## config.mk

```make
export PLATFORM = sky130hd
export DESIGN_NAME = exc_commit_unit
export DESIGN_NICKNAME = d
export VERILOG_FILES = /design/src/rtl/cpu_exc_pkg.sv /design/src/rtl/int_sync_prio.sv /design/src/rtl/exc_commit_unit.sv
export SDC_FILE = /design/constraint.sdc
export NUM_CORES = 1
export LEC_CHECK = 0
export BUFFER_PORTS_ARGS = -buffer_cell sky130_fd_sc_hd__buf_2
export CAP_MARGIN = 20
export CORE_ASPECT_RATIO = 0.8
export CORE_MARGIN = 8
export CORE_UTILIZATION = 49
export CTS_BUF_LIST = sky130_fd_sc_hd__clkbuf_16
export CTS_CLUSTER_DIAMETER = 200
export DETAILED_ROUTE_END_ITERATION = 6
export PLACE_DENSITY_LB_ADDON = 0.12
export SYNTH_ARGS = -nofsm -noshare
export SYNTH_HDL_FRONTEND = slang
export SYNTH_HIERARCHICAL = 1
export SYNTH_SLANG_ARGS = --single-unit
```

## constraint.sdc

```tcl
create_clock -name clk -period 5.2 [get_ports clk]
set_input_delay 0.26 -clock clk [delete_from_list [all_inputs] [get_ports clk]]
set_output_delay 0.26 -clock clk [all_outputs]
set_load 0.005 [all_outputs]
```

## src/rtl/cpu_exc_pkg.sv

```systemverilog
// Shared exception types and constants for the MEM-stage exception commit path.
package cpu_exc_pkg;

    // Decoded MEM-stage exception flags, MSB first.
    typedef struct packed {
        logic refetch;
        logic tlb_refill_if;
        logic tlb_invalid_if;
        logic cpu;
        logic ri;
        logic syscall;
        logic brk;
        logic eret;
        logic trap;
        logic ov;
        logic ades;
        logic adel;
    } ExceptinPipeType;

    localparam int unsigned EXC_FLAGS_W = $bits(ExceptinPipeType);
    localparam int unsigned EXC_CODE_W  = 5;
    localparam int unsigned ENTRY_SEL_W = 3;
    localparam int unsigned TLB_EXC_W   = 3;

    localparam logic [EXC_CODE_W-1:0] EX_None              = 5'd0;
    localparam logic [EXC_CODE_W-1:0] EX_Interrupt         = 5'd1;
    localparam logic [EXC_CODE_W-1:0] EX_AdELIF            = 5'd2;
    localparam logic [EXC_CODE_W-1:0] EX_TLBRefillIF       = 5'd3;
    localparam logic [EXC_CODE_W-1:0] EX_TLBInvalidIF      = 5'd4;
    localparam logic [EXC_CODE_W-1:0] EX_CpU               = 5'd5;
    localparam logic [EXC_CODE_W-1:0] EX_RI                = 5'd6;
    localparam logic [EXC_CODE_W-1:0] EX_Syscall           = 5'd7;
    localparam logic [EXC_CODE_W-1:0] EX_Break             = 5'd8;
    localparam logic [EXC_CODE_W-1:0] EX_Eret              = 5'd9;
    localparam logic [EXC_CODE_W-1:0] EX_Trap              = 5'd10;
    localparam logic [EXC_CODE_W-1:0] EX_Ov                = 5'd11;
    localparam logic [EXC_CODE_W-1:0] EX_AdES              = 5'd12;
    localparam logic [EXC_CODE_W-1:0] EX_AdEL              = 5'd13;
    localparam logic [EXC_CODE_W-1:0] EX_RdTLBRefillinMEM  = 5'd14;
    localparam logic [EXC_CODE_W-1:0] EX_WrTLBRefillinMEM  = 5'd15;
    localparam logic [EXC_CODE_W-1:0] EX_RdTLBInvalidinMEM = 5'd16;
    localparam logic [EXC_CODE_W-1:0] EX_WrTLBInvalidinMEM = 5'd17;
    localparam logic [EXC_CODE_W-1:0] EX_Mod               = 5'd18;
    localparam logic [EXC_CODE_W-1:0] EX_Refetch           = 5'd19;

    localparam logic [ENTRY_SEL_W-1:0] IsNone      = 3'd0;
    localparam logic [ENTRY_SEL_W-1:0] IsException = 3'd1;
    localparam logic [ENTRY_SEL_W-1:0] IsEret      = 3'd2;
    localparam logic [ENTRY_SEL_W-1:0] IsRefetch   = 3'd3;

    localparam logic [TLB_EXC_W-1:0] MEM_NoExc          = 3'd0;
    localparam logic [TLB_EXC_W-1:0] MEM_RdTLBRefill    = 3'd1;
    localparam logic [TLB_EXC_W-1:0] MEM_RdTLBInvalid   = 3'd2;
    localparam logic [TLB_EXC_W-1:0] MEM_WrTLBRefill    = 3'd3;
    localparam logic [TLB_EXC_W-1:0] MEM_WrTLBInvalid   = 3'd4;
    localparam logic [TLB_EXC_W-1:0] MEM_TLBModified    = 3'd5;

    localparam logic [31:0] VEC_OFF_REFILL  = 32'h0000_0000;
    localparam logic [31:0] VEC_OFF_GENERAL = 32'h0000_0180;
    localparam logic [31:0] VEC_OFF_INT     = 32'h0000_0200;

    // Store-class events must wait for the write path to drain before commit.
    function automatic logic is_store_class(input logic [EXC_CODE_W-1:0] code);
        return (code == EX_AdES) || (code == EX_WrTLBRefillinMEM) ||
               (code == EX_WrTLBInvalidinMEM) || (code == EX_Mod);
    endfunction

endpackage

```

## src/rtl/int_sync_prio.sv

```systemverilog
// Hardware interrupt synchroniser plus IP&IM masking and highest-index encoder.
module int_sync_prio #(
    parameter int unsigned NUM_HW_INT  = 6,
    parameter int unsigned SYNC_STAGES = 2
) (
    input  logic                    clk,
    input  logic                    rst,
    input  logic [NUM_HW_INT-1:0]   hw_int,
    input  logic [1:0]              ip_sw,
    input  logic [NUM_HW_INT+1:0]   im,
    output logic [NUM_HW_INT-1:0]   ip_hw,
    output logic                    pending_c,
    output logic [2:0]              irq_idx_c
);

    localparam int unsigned IPW = 2 + NUM_HW_INT;

    logic [SYNC_STAGES-1:0][NUM_HW_INT-1:0] sync_q;
    logic [SYNC_STAGES-1:0][NUM_HW_INT-1:0] sync_d;
    logic [IPW-1:0]                         masked;

    always_comb begin
        sync_d    = sync_q;
        sync_d[0] = hw_int;
        for (int i = 1; i < int'(SYNC_STAGES); i++) begin
            sync_d[i] = sync_q[i-1];
        end
    end

    always_ff @(posedge clk) begin
        if (!rst) begin
            sync_q <= '0;
        end else begin
            sync_q <= sync_d;
        end
    end

    assign ip_hw     = sync_q[SYNC_STAGES-1];
    assign masked    = {ip_hw, ip_sw} & im;
    assign pending_c = |masked;

    // Ascending scan so the highest set line wins.
    always_comb begin
        irq_idx_c = '0;
        for (int i = 0; i < int'(IPW); i++) begin
            if (masked[i]) begin
                irq_idx_c = 3'(i);
            end
        end
    end

endmodule

```

## src/rtl/exc_commit_unit.sv

```systemverilog
// MEM1 exception arbiter with vector generation and a drain/commit/redirect FSM.
module exc_commit_unit
    import cpu_exc_pkg::*;
#(
    parameter int unsigned NUM_HW_INT       = 6,
    parameter int unsigned SYNC_STAGES      = 2,
    parameter bit          VECTORED_EN      = 1'b1,
    parameter logic [31:0] RESET_VECTOR_BEV = 32'hBFC0_0200
) (
    input  logic                     clk,
    input  logic                     rst,
    input  logic                     mem_valid,
    input  logic                     mem_stall,
    input  logic [31:0]              mem_pc,
    input  logic [EXC_FLAGS_W-1:0]   mem_except,
    input  logic [TLB_EXC_W-1:0]     mem_tlb_exc,
    input  logic [NUM_HW_INT-1:0]    hw_int,
    input  logic                     cp0_status_bev,
    input  logic                     cp0_status_exl,
    input  logic                     cp0_status_ie,
    input  logic [NUM_HW_INT+1:0]    cp0_status_im,
    input  logic [1:0]               cp0_cause_ip_sw,
    input  logic                     cp0_cause_iv,
    input  logic [4:0]               cp0_intctl_vs,
    input  logic [31:0]              cp0_ebase,
    input  logic                     sb_empty,
    input  logic                     redirect_ack,
    output logic [EXC_CODE_W-1:0]    exc_code,
    output logic [ENTRY_SEL_W-1:0]   entry_sel,
    output logic [31:0]              exc_vector,
    output logic                     flush_req,
    output logic                     redirect_valid,
    output logic                     cp0_commit,
    output logic [NUM_HW_INT-1:0]    cp0_ip_hw,
    output logic                     busy
);

    localparam logic [1:0] ST_IDLE     = 2'd0;
    localparam logic [1:0] ST_DRAIN    = 2'd1;
    localparam logic [1:0] ST_COMMIT   = 2'd2;
    localparam logic [1:0] ST_REDIRECT = 2'd3;

    ExceptinPipeType          flags;
    logic                     pending_c;
    logic [2:0]               irq_idx_c;
    logic                     int_req;
    logic                     ev_take;
    logic [EXC_CODE_W-1:0]    ev_code;
    logic [ENTRY_SEL_W-1:0]   ev_sel;
    logic                     ev_refill;
    logic [31:0]              ev_base;
    logic [31:0]              ev_offset;
    logic [31:0]              ev_vector;

    logic [1:0]               state_q,          state_d;
    logic [EXC_CODE_W-1:0]    exc_code_q,       exc_code_d;
    logic [ENTRY_SEL_W-1:0]   entry_sel_q,      entry_sel_d;
    logic [31:0]              exc_vector_q,     exc_vector_d;
    logic                     flush_req_q,      flush_req_d;
    logic                     redirect_valid_q, redirect_valid_d;
    logic                     cp0_commit_q,     cp0_commit_d;
    logic                     busy_q,           busy_d;

    int_sync_prio #(
        .NUM_HW_INT  (NUM_HW_INT),
        .SYNC_STAGES (SYNC_STAGES)
    ) u_int_sync_prio (
        .clk       (clk),
        .rst       (rst),
        .hw_int    (hw_int),
        .ip_sw     (cp0_cause_ip_sw),
        .im        (cp0_status_im),
        .ip_hw     (cp0_ip_hw),
        .pending_c (pending_c),
        .irq_idx_c (irq_idx_c)
    );

    assign flags   = mem_except;
    assign int_req = mem_valid & (mem_pc != 32'd0) & pending_c &
                     cp0_status_ie & ~cp0_status_exl;

    // Priority encoder over all exception sources, highest first.
    always_comb begin
        ev_code   = EX_None;
        ev_sel    = IsException;
        ev_refill = 1'b0;
        if (flags.refetch) begin
            ev_code = EX_Refetch;
            ev_sel  = IsRefetch;
        end else if (int_req) begin
            ev_code = EX_Interrupt;
        end else if (mem_pc[1:0] != 2'b00) begin
            ev_code = EX_AdELIF;
        end else if (flags.tlb_refill_if) begin
            ev_code   = EX_TLBRefillIF;
            ev_refill = 1'b1;
        end else if (flags.tlb_invalid_if) begin
            ev_code = EX_TLBInvalidIF;
        end else if (flags.cpu) begin
            ev_code = EX_CpU;
        end else if (flags.ri) begin
            ev_code = EX_RI;
        end else if (flags.syscall) begin
            ev_code = EX_Syscall;
        end else if (flags.brk) begin
            ev_code = EX_Break;
        end else if (flags.eret) begin
            ev_code = EX_Eret;
            ev_sel  = IsEret;
        end else if (flags.trap) begin
            ev_code = EX_Trap;
        end else if (flags.ov) begin
            ev_code = EX_Ov;
        end else if (flags.ades) begin
            ev_code = EX_AdES;
        end else if (flags.adel) begin
            ev_code = EX_AdEL;
        end else begin
            case (mem_tlb_exc)
                MEM_RdTLBRefill: begin
                    ev_code   = EX_RdTLBRefillinMEM;
                    ev_refill = 1'b1;
                end
                MEM_WrTLBRefill: begin
                    ev_code   = EX_WrTLBRefillinMEM;
                    ev_refill = 1'b1;
                end
                MEM_RdTLBInvalid: ev_code = EX_RdTLBInvalidinMEM;
                MEM_WrTLBInvalid: ev_code = EX_WrTLBInvalidinMEM;
                MEM_TLBModified:  ev_code = EX_Mod;
                default:          ev_code = EX_None;
            endcase
        end
        if (ev_code == EX_None) begin
            ev_sel = IsNone;
        end
    end

    // Entry vector: BEV-selected base plus refill/general/interrupt offset.
    always_comb begin
        ev_base = cp0_status_bev ? RESET_VECTOR_BEV : cp0_ebase;
        if (ev_refill && !cp0_status_exl) begin
            ev_offset = VEC_OFF_REFILL;
        end else if ((ev_code == EX_Interrupt) && cp0_cause_iv) begin
            ev_offset = VEC_OFF_INT;
            if (VECTORED_EN && !cp0_status_bev && (cp0_intctl_vs != 5'd0)) begin
                ev_offset = VEC_OFF_INT + 32'(irq_idx_c) * (32'(cp0_intctl_vs) << 5);
            end
        end else begin
            ev_offset = VEC_OFF_GENERAL;
        end
        ev_vector = ev_base + ev_offset;
    end

    assign ev_take = mem_valid & ~mem_stall & (ev_code != EX_None);

    // Commit FSM; outputs are registered from the next state.
    always_comb begin
        state_d      = state_q;
        exc_code_d   = exc_code_q;
        entry_sel_d  = entry_sel_q;
        exc_vector_d = exc_vector_q;
        case (state_q)
            ST_IDLE: begin
                if (ev_take) begin
                    exc_code_d   = ev_code;
                    entry_sel_d  = ev_sel;
                    exc_vector_d = ev_vector;
                    state_d      = (is_store_class(ev_code) || !sb_empty) ? ST_DRAIN : ST_COMMIT;
                end
            end
            ST_DRAIN: begin
                if (sb_empty) begin
                    state_d = ST_COMMIT;
                end
            end
            ST_COMMIT: begin
                state_d = ST_REDIRECT;
            end
            ST_REDIRECT: begin
                if (redirect_ack) begin
                    state_d = ST_IDLE;
                end
            end
            default: begin
                state_d = ST_IDLE;
            end
        endcase
        flush_req_d      = (state_d != ST_IDLE);
        busy_d           = (state_d != ST_IDLE);
        redirect_valid_d = (state_d == ST_REDIRECT);
        cp0_commit_d     = (state_d == ST_COMMIT) && (entry_sel_d == IsException);
    end

    always_ff @(posedge clk) begin
        if (!rst) begin
            state_q          <= ST_IDLE;
            exc_code_q       <= EX_None;
            entry_sel_q      <= IsNone;
            exc_vector_q     <= 32'd0;
            flush_req_q      <= 1'b0;
            redirect_valid_q <= 1'b0;
            cp0_commit_q     <= 1'b0;
            busy_q           <= 1'b0;
        end else begin
            state_q          <= state_d;
            exc_code_q       <= exc_code_d;
            entry_sel_q      <= entry_sel_d;
            exc_vector_q     <= exc_vector_d;
            flush_req_q      <= flush_req_d;
            redirect_valid_q <= redirect_valid_d;
            cp0_commit_q     <= cp0_commit_d;
            busy_q           <= busy_d;
        end
    end

    assign exc_code       = exc_code_q;
    assign entry_sel      = entry_sel_q;
    assign exc_vector     = exc_vector_q;
    assign flush_req      = flush_req_q;
    assign redirect_valid = redirect_valid_q;
    assign cp0_commit     = cp0_commit_q;
    assign busy           = busy_q;

endmodule

```

== Yosys cells after proc, flatten, opt, wreduce, memory -nomap -nowiden ==
Cells that the tools add are included.

* Bits in registers: 57
* Latch bits: 0
* Bits in writable memories: 0
* ROM bits: 0
* Output and inout port bits: 50
* Logic and storage cells: 117
* Memories kept: 0

* $add $sub $neg: 2
* Multiply operators: 1
* Div/mod/pow operators: 0
* Magnitude comparators: 0
* Eq/ne operators: 16
* Shifts and indexed selects: 0
* Multiplexer cells: 59
* Bitwise operators: 9
* Reductions and logical operators: 21

{| class="wikitable"
|+ Operator list
! kind !! number
|-
| 2-to-1 mux 32 bit || 3
|-
| 2-to-1 mux 5 bit || 14
|-
| adder 32 bit || 1
|-
| 2-to-1 mux 2 bit || 16
|-
| nonzero test 32 bit || 1
|-
| one-hot mux 5 bit (5 select lines) || 1
|-
| 2-to-1 mux 3 bit || 7
|-
| 2-to-1 mux 1 bit || 16
|-
| adder 10 x 13 -> 14 bit (first input constant) || 1
|-
| 2-to-1 mux 14 bit || 1
|-
| equality test 5 x 4 -> 1 bit (second input constant) || 2
|-
| equality test 5 bit (second input constant) || 2
|-
| nonzero test 5 bit || 2
|-
| AND 8 bit || 1
|-
| equality test 2 bit (second input constant) || 4
|-
| multiplier 3 x 5 -> 8 bit || 1
|-
| one-hot mux 2 bit (4 select lines) || 1
|-
| OR reduction 8 bit || 1
|-
| AND 1 bit || 6
|-
| equality test 3 x 1 -> 1 bit (second input constant) || 2
|-
| equality test 3 x 2 -> 1 bit (second input constant) || 2
|-
| equality test 3 bit (second input constant) || 2
|-
| equality test 5 x 1 -> 1 bit (second input constant) || 1
|-
| logical NOT 5 bit || 1
|-
| 9 further kinds || 19
|}

== Logic depth before layout (Yosys ltp) ==
Gate-level depths: netlist of the first run.

* Word-level depth: 26
* Gate-level depth with buffers: 22

== Cells and area by module ==
Netlist of the first run, hierarchy kept.

{| class="wikitable"
|+ By module, submodules not included
! module !! times used !! cells each !! area each (um^2)
|-
| exc_commit_unit || 1 || 430 || 3355.7
|-
| int_sync_prio || 1 || 40 || 429.2
|}

== Worst setup path after synthesis of the first run ==
Ideal clock, no wire load.

* Path type: register to register
* Start point: register u_int_sync_prio.sync_q (netlist bit u_int_sync_prio/ip_hw[2])
* End point: register exc_vector_q[26], in the netlist exc_vector[26]
* Library setup time: 116 ps
* Arrival time: 4440 ps
* Required time: 5084 ps
* Slack: 644 ps
* Cell stages (with the launch flop): 22
* Buffers on the path: 0
* Clock period less this slack: 4556 ps
* Cells stage by stage: dfxtp_1 > a22oi_4 > inv_2 > o21ai_2 > nand2_1 > fa_1 > inv_1 > ha_1 > fa_1 > a21o_1 > a21oi_1 > xnor2_1 > xnor2_1 > nor2_1 > ha_1 > o21a_1 > o211a_1 > a21boi_0 > o21ai_1 > nor2_1 > or3_1 > a41o_1

* Elaborated cells between the ends (all ways): 25
* Classes of those cells: add/sub: 2; mul: 1; eq/ne: 1; mux: 11; bitwise: 5; reduce/logical: 5

{| class="wikitable"
|+ RTL lines
! item !! line !! source
|-
| start: declaration || int_sync_prio.sv:18 || <nowiki>logic [SYNC_STAGES-1:0][NUM_HW_INT-1:0] sync_q;</nowiki>
|-
| start signal: assignment || int_sync_prio.sv:34 || <nowiki>sync_q <= sync_d;</nowiki>
|-
| AND 8 bit || int_sync_prio.sv:39 || <nowiki>assign masked = {ip_hw, ip_sw} & im;</nowiki>
|-
| 2-to-1 mux 3 bit (4 in series) || int_sync_prio.sv:46 || <nowiki>if (masked[i]) begin</nowiki>
|-
| via irq_idx_c[1] || exc_commit_unit.sv:45 || <nowiki>logic [2:0] irq_idx_c;</nowiki>
|-
| multiplier 3 x 5 -> 8 bit || exc_commit_unit.sv:147 || <nowiki>ev_offset = VEC_OFF_INT + 32'(irq_idx_c) * (32'(cp0_intctl_vs) << 5);</nowiki>
|-
| adder 10 x 13 -> 14 bit || exc_commit_unit.sv:147 ||
|-
| 2-to-1 mux 14 bit || exc_commit_unit.sv:146 || <nowiki>if (VECTORED_EN && !cp0_status_bev && (cp0_intctl_vs != 5'd0)) begin</nowiki>
|-
| 2-to-1 mux 32 bit || exc_commit_unit.sv:144 || <nowiki>end else if ((ev_code == EX_Interrupt) && cp0_cause_iv) begin</nowiki>
|-
| 2-to-1 mux 32 bit || exc_commit_unit.sv:142 || <nowiki>if (ev_refill && !cp0_status_exl) begin</nowiki>
|-
| adder 32 bit || exc_commit_unit.sv:152 || <nowiki>ev_vector = ev_base + ev_offset;</nowiki>
|-
| end signal: assignment || exc_commit_unit.sv:209 || <nowiki>exc_vector_q <= exc_vector_d;</nowiki>
|-
| end: declaration || exc_commit_unit.sv:58 || <nowiki>logic [31:0] exc_vector_q, exc_vector_d;</nowiki>
|}

The timed path passes the listed nets, and every way through them passes these cells.
A chain may end at the register's enable or synchronous reset.

== Final worst setup path of the first run ==
Same ends and word-level chain as after synthesis.

==> metrics.cfg, run 1 <==
[clock_network]
clk_pin_slew_ns=0.05
cts_made_buffers=9
cts-root-buf=clkbuf_16
cts_tree=yes
cts_sinks=57
clk_latency_ns=0.33
holdBufCountCts=0
cts_max_level=3
clk_path_buf_depth=2

[route]
antenna_left=0
drt_iter0_drc=237
first_pass_iters=4
route.detailed.drc=0
num_vias=3993
wirelength_um=11500
wl_per_cell_um=15.6
via_per_inst=5.43

[critical_path]
cp_max_fo=8
crit_path_end_kind=flip-flop
start_kind=flip-flop
path_class=flip-flop to flip-flop
required_ns=5.42
arrival_ns=5.10

[global_routing]
grt_pass1_vias=3945
antenna_found_initial=0
grt_max_degree=40
gr-total-overflow=0
track_usage_pct=21.4
grt_pass1_wl_um=18600

[floorplan]
dieWidth_um=114
die_h_um=94.6
rows=28
ioPinCount=160
dieArea_um2=10800
fp.coreArea_um2=7460
start_util_pct=50.7

[layout]
utilization_pct=67.1
layout.cells.non_filler=736
num_antenna_cells=0
drive_gt1_share_pct=31.2
fin_nets=759
synthToLayoutAreaGrowth_pct=32.4

[synthesis]
syn_inst=470
synth_edf_count=0
ys.flop_type=dfxtp_1
ys.warnings.count=6
syn-cell-area_um2=3780
ys_ff_latch=57
syn_area_per_cell_um2=8.05
synthDistinctLibCells=70
seq_area_frac_synth_pct=30.1
synth_async_sr_flop_share_pct=0
synth_nets=603

[timing]
period_share_pct=93.9
slew_headroom_pct=33.7
tightest_slew_ns=0.995
clock.fmax_mhz=205
rsz0062_at_grt=no
setup_viol=0
layout_min_cycle_time_ns=4.88
slew_violations=0
finalSetupTns_ns=0
skew_ns=0.00684
final_hold_viol_count=0

[flow_run]
maxCapViolCount=0

[outcome]
status=finished, final reports clean

[pwr]
p_total_uw=1410
irDropWorstVdd_uv=156
leakagePower_uw=0.00234
power_density_nw_per_um2=280

[placement]
dp_cells=720
dp.final_hpwl_um=9030
io_buffers=159
gp_congestion=0.836

[worst_hold_path]
hold_class=input pin to flip-flop

==> sequential cells by signal, indices dropped and copies added, names as in the netlist <==
| register | flops |
|---|---|
| cp0_commit | 1 |
| entry_sel | 3 |
| redirect_valid | 1 |
| u_int_sync_prio/sync_d | 6 |
| state_q | 2 |
| u_int_sync_prio/ip_hw | 6 |
| busy | 1 |
| exc_vector | 32 |
| exc_code | 5 |
==> worst max-delay path, stage by stage (launching register included) <==
cell and delay, ns:
dfxtp_1 0.34, a22oi_4 0.22, inv_2 0.05, o21ai_2 0.21
nand2_1 0.11, fa_1 0.52, inv_1 0.05, ha_1 0.23
fa_1 0.41, xor2_1 0.29, ha_1 0.28, and2_1 0.15
ha_1 0.32, o21a_1 0.21, o211a_1 0.24, a21boi_0 0.17
o21ai_2 0.32, nor2_1 0.10, or3_1 0.32, a41o_1 0.23
==> per-layer routing <==
| metal | global-route usage, % | routed length [um] | vias to the layer above |
|---|---|---|---|
| met5 | 0 | 0 | - |
| met4 | 8.18 | 246 | 0 |
| met3 | 4.34 | 706 | 21 |
| met2 | 36.2 | 5390 | 130 |
| met1 | 26.4 | 5160 | 1838 |
| li1 | - | - | 2004 |
==> timing repair <==
item                                    4_1_cts  5_1_grt
endpoints found under the setup margin        0        1
resized for setup                             0        1
setup buffers                                 0        0
==> cell usage in the layout (no fill, tap or decap), types with 3 or more instances in the layout <==
master / Yosys / routed
a211oi_1: 6 / 6
a21o_1: 6 / 6
a21oi_1: 42 / 42
a311oi_1: 6 / 6
a31oi_1: 7 / 7
and2_1: 22 / 22
and3_1: 8 / 8
buf_2: 8 / 159
buf_4: 1 / 3
bufinv_16: 0 / 3
clkbuf_16: 0 / 9
dfxtp_1: 57 / 57
fa_1: 5 / 5
ha_1: 18 / 18
inv_1: 15 / 15
inv_6: 0 / 3
nand2_1: 66 / 66
nand3_1: 16 / 16
nand4_1: 7 / 7
nor2_1: 29 / 29
nor2b_1: 17 / 17
nor3_1: 9 / 9
nor4_1: 10 / 10
o211ai_1: 6 / 6
o21ai_0: 13 / 13
or2_2: 3 / 3
or3_1: 4 / 4
xnor2_1: 18 / 18
xor2_1: 8 / 8
==> cell type report <==
type,count,area [um^2]
multi-input cells,378,2500
clock buffers,9,225
repair buffers,162,818
well taps,105,131
inverters,18,67.6
clock inverters,7,125
fillers,660,2450
flip-flops and latches,57,1140
==> cells in the mapped netlist (3+ instances only) <==
cell,number,area share (%)
a21o_1,6,1.2
nand3_1,16,2.1
xor2_1,8,1.9
o211ai_1,6,1.2
xnor2_1,18,4.2
a211oi_1,6,1.2
ha_1,18,6.0
nand4_1,7,1.2
nor3_1,9,1.2
nand2_1,66,6.5
a311oi_1,6,1.4
inv_1,15,1.5
nor2_1,29,2.9
nor4_1,10,1.7
and3_1,8,1.3
fa_1,5,2.6
nor2b_1,17,2.8
clkbuf_1,7,0.69
or3_1,4,0.66
buf_2,8,1.1
and2_1,22,3.6
dfxtp_1,57,30
a31oi_1,7,1.2
a21oi_1,42,5.6
or2_2,3,0.50
o21ai_0,13,1.7
==> where the power goes <==
| group | leakage [uW] | switching, uW | internal [uW] |
|---|---|---|---|
| Sequential | 0.000467 | 12.4 | 461 |
| Clock | 0.000171 | 217 | 473 |
| Combinational | 0.00170 | 135 | 107 |
==> cells by family after synthesis <==
group / after synthesis / share of synthesized area (%)
AND/OR/NAND/NOR: 211 / 29.9
XOR/XNOR: 26 / 6.02
multiplexers: 1 / 0.264
flip-flops: 57 / 30.1
AO/OA/AOI/OAI: 116 / 21.0
adder cells (fa/ha/maj): 24 / 8.86
buffers and inverters: 35 / 3.87
==> worst paths after layout <==
kind,from,end,slack (ns),depth (start not counted)
max reg2reg,u_int_sync_prio/ip_hw[2]$_SDFF_PN0_,exc_vector[26]$_SDFFE_PN0P_,0.32,19
min reg2reg,u_int_sync_prio/sync_d[7]$_SDFF_PN0_,u_int_sync_prio/ip_hw[1]$_SDFF_PN0_,0.43,1
max,u_int_sync_prio/ip_hw[2]$_SDFF_PN0_,exc_vector[26]$_SDFFE_PN0P_,0.32,19
min,hw_int[0],u_int_sync_prio/sync_d[6]$_SDFF_PN0_,0.14,2
==> per-stage QoR <==
stage / worst slack [ns] / instance area [um^2] / hold WS, ns
floorplan: 0.644 / 3780 / 0.382
global placement: 0.452 / 4660 / 0.418
detailed placement: 0.229 / 4660 / 0.417
CTS: 0.185 / 5010 / 0.127
global route: 0.0208 / 5010 / 0.136
finish: 0.319 / 5010 / 0.137
Power figures use the tool's default switching activity.
==> run 2: changes to the inputs <==
- BUFFER_PORTS_ARGS: -buffer_cell sky130_fd_sc_hd__buf_2 -> default
- DONT_BUFFER_PORTS: default -> 1
==> run 2 against run 1 <==
Utilization shrank 11 points. Sequential power grew 2%. Register-to-register slack is essentially flat. Design area shrank 17%. Flip-flop and latch count is the same. Clock power shrank 17%. Global-route usage shrank 2.0 points. Sequential share of layout area grew 4.6 points. Routed wire length shrank 6.9%. First-iteration DRC count shrank 14%. Clock skew is essentially flat. Highest routed layer unchanged.
==> metrics.cfg, run 2 (synthesis results as in run 1) <==
[outcome]
status=finished, final reports clean  ; unchanged

[pwr]
leakagePower_uw=0.00162  ; was 0.00234 uW
irDropWorstVdd_uv=125  ; was 156 uV
p_int_uw=896  ; was 1040 uW
p_total_uw=1210  ; was 1410 uW
switching_share_pct=26.2  ; was 25.9%
p_seq_share_pct=39.6  ; was 33.7%
pwr-share-comb_pct=12.9  ; was 17.2%
switchingPower_uw=318  ; was 364 uW
p_clk_share_pct=47.4  ; was 49.1%
power_density_nw_per_um2=291  ; was 280 nW/um^2

[floorplan]
dieArea_um2=10800  ; unchanged
start_util_pct=50.7  ; unchanged
die_h_um=94.6  ; unchanged
fp.coreArea_um2=7460  ; unchanged
dieWidth_um=114  ; unchanged
rows=28  ; unchanged
ioPinCount=160  ; unchanged

[layout]
layout_commonest_cell=nand2_1  ; was buf_2
synthToLayoutAreaGrowth_pct=10.3  ; was 32.4%
drive_gt1_share_pct=8.23  ; was 31.2%
final_cell_mix=nand2_1 (66), dfxtp_1 (57), a21oi_1 (42)  ; was buf_2 (159), nand2_1 (66), dfxtp_1 (57)
num_antenna_cells=0  ; unchanged
fin_area_um2=4180  ; was 5010 um^2
largest_reg_flops=32  ; unchanged
fin_nets=602  ; was 759

[timing]
period_share_pct=93.9  ; about the same
slew_violations=0  ; unchanged
rsz0062_at_grt=no  ; unchanged
tightest_slew_ns=0.935  ; was 0.995 ns
slew_headroom_pct=37.7  ; was 33.7%
skew_ns=0.00729  ; was 0.00684 ns
finalSetupTns_ns=0  ; unchanged
final_hold_viol_count=0  ; unchanged
setup_viol=0  ; unchanged
layout_min_cycle_time_ns=4.88  ; about the same
clock.fmax_mhz=205  ; about the same
hold_ws_ns=0.0600  ; was 0.137 ns

[clock_network]
holdBufCountCts=0  ; unchanged
cts_max_level=3  ; unchanged
cts_made_buffers=9  ; unchanged
clk_latency_ns=0.32  ; was 0.33 ns
clk_path_buf_depth=2  ; unchanged
cts_tree=yes  ; unchanged
clk_pin_slew_ns=0.06  ; was 0.05 ns
cts-root-buf=clkbuf_16  ; unchanged
cts_sinks=57  ; unchanged

[route]
route.detailed.drc=0  ; unchanged
antenna_left=0  ; unchanged
wl_per_cell_um=18.5  ; was 15.6 um
wirelength_um=10700  ; was 11,500 um
num_vias=3418  ; was 3,993
first_pass_iters=5  ; was 4
drt_iter0_drc=203  ; was 237
via_per_inst=5.90  ; was 5.43

[placement]
dp.final_hpwl_um=8550  ; was 9030 um
place_area_um2=3860  ; was 4660 um^2
io_buffers=0  ; was 159
gp_congestion=0.878  ; was 0.836

[global_routing]
antenna_found_initial=0  ; unchanged
grt_pass1_vias=3238  ; was 3,945
grt_pass1_wl_um=16900  ; was 18,600 um
gr-total-overflow=0  ; unchanged
track_usage_pct=19.4  ; was 21.4%
grt_max_degree=38  ; was 40

[critical_path]
start_kind=flip-flop  ; unchanged
r2r_cells=19  ; unchanged
cp_max_fo=6  ; was 8
crit_path_end_kind=flip-flop  ; unchanged
required_ns=5.41  ; was 5.42 ns
arrival_ns=5.10  ; about the same
path_class=flip-flop to flip-flop  ; unchanged

[worst_hold_path]
hold_depth=1  ; was 2
hold_class=input pin to flip-flop  ; unchanged

[flow_run]
maxCapViolCount=0  ; unchanged

run 2: cell type report:
cell class	instances	area, um^2
clock buffers	9	225
inverters	18	67.6
flip-flops and latches	57	1140
repair buffers	5	37.5
multi-input cells	378	2500
fillers	719	3290
clock inverters	7	71.3
well taps	105	131
run 2: path summary, 6_finish.rpt:
check,from,end,slack (ns)
worst max-delay path,u_int_sync_prio/ip_hw[0]$_SDFF_PN0_,exc_vector[26]$_SDFFE_PN0P_,0.32
worst min-delay path,rst,u_int_sync_prio/sync_d[7]$_SDFF_PN0_,0.06
worst max register to register,u_int_sync_prio/ip_hw[0]$_SDFF_PN0_,exc_vector[26]$_SDFFE_PN0P_,0.32
worst min register to register,u_int_sync_prio/sync_d[7]$_SDFF_PN0_,u_int_sync_prio/ip_hw[1]$_SDFF_PN0_,0.43
run 2: per-stage QoR:
step                      setup slack, ns  std cells  util, %
after floorplan                     0.644        470        -
after global placement              0.410        561     51.7
after CTS                           0.161        577     55.7
after global routing               0.0361        579     56.0
after detailed placement            0.185        561     51.7
final                               0.319        579     56.0
run 2: routing by layer:
metal / vias to the layer above / GRT usage [%] / routed length (um)
met5: - / 0 / 0
met4: 0 / 6.08 / 157
met3: 16 / 6.38 / 807
met2: 105 / 31.7 / 4950
met1: 1610 / 23.8 / 4790
li1: 1687 / - / -
run 2: worst max-delay path, cell delays in order (launching register included):
cell      delay (ns)
dfxtp_1         0.34
nand2_1         0.09
a32oi_1         0.10
o21ai_1         0.35
nand2_1         0.14
fa_1            0.51
inv_1           0.04
ha_1            0.21
fa_1            0.41
xor2_1          0.30
ha_1            0.30
and2_1          0.14
ha_1            0.32
o21a_1          0.19
o211a_1         0.24
a21boi_0        0.18
o21ai_2         0.30
nor2_1          0.08
or3_1           0.31
a41o_1          0.23
run 2: power by group through the flow:
| stage | Sequential (uW) | Clock [uW] | Combinational (uW) |
|---|---|---|---|
| 2_1_floorplan | 484 | 0 | 135 |
| 3_3_place_gp | 491 | 0 | 151 |
| 3_5_place_dp | 492 | 0 | 156 |
| 4_1_cts | 482 | 587 | 157 |
| 5_1_grt | 485 | 607 | 178 |
| 6_report | 481 | 576 | 157 |
run 2: what timing repair did:
| item | in CTS | in global routing |
|---|---|---|
| buffers inserted | 0 | 2 |
| resized for setup | 0 | 1 |
| endpoints found under the setup margin | 0 | 1 |
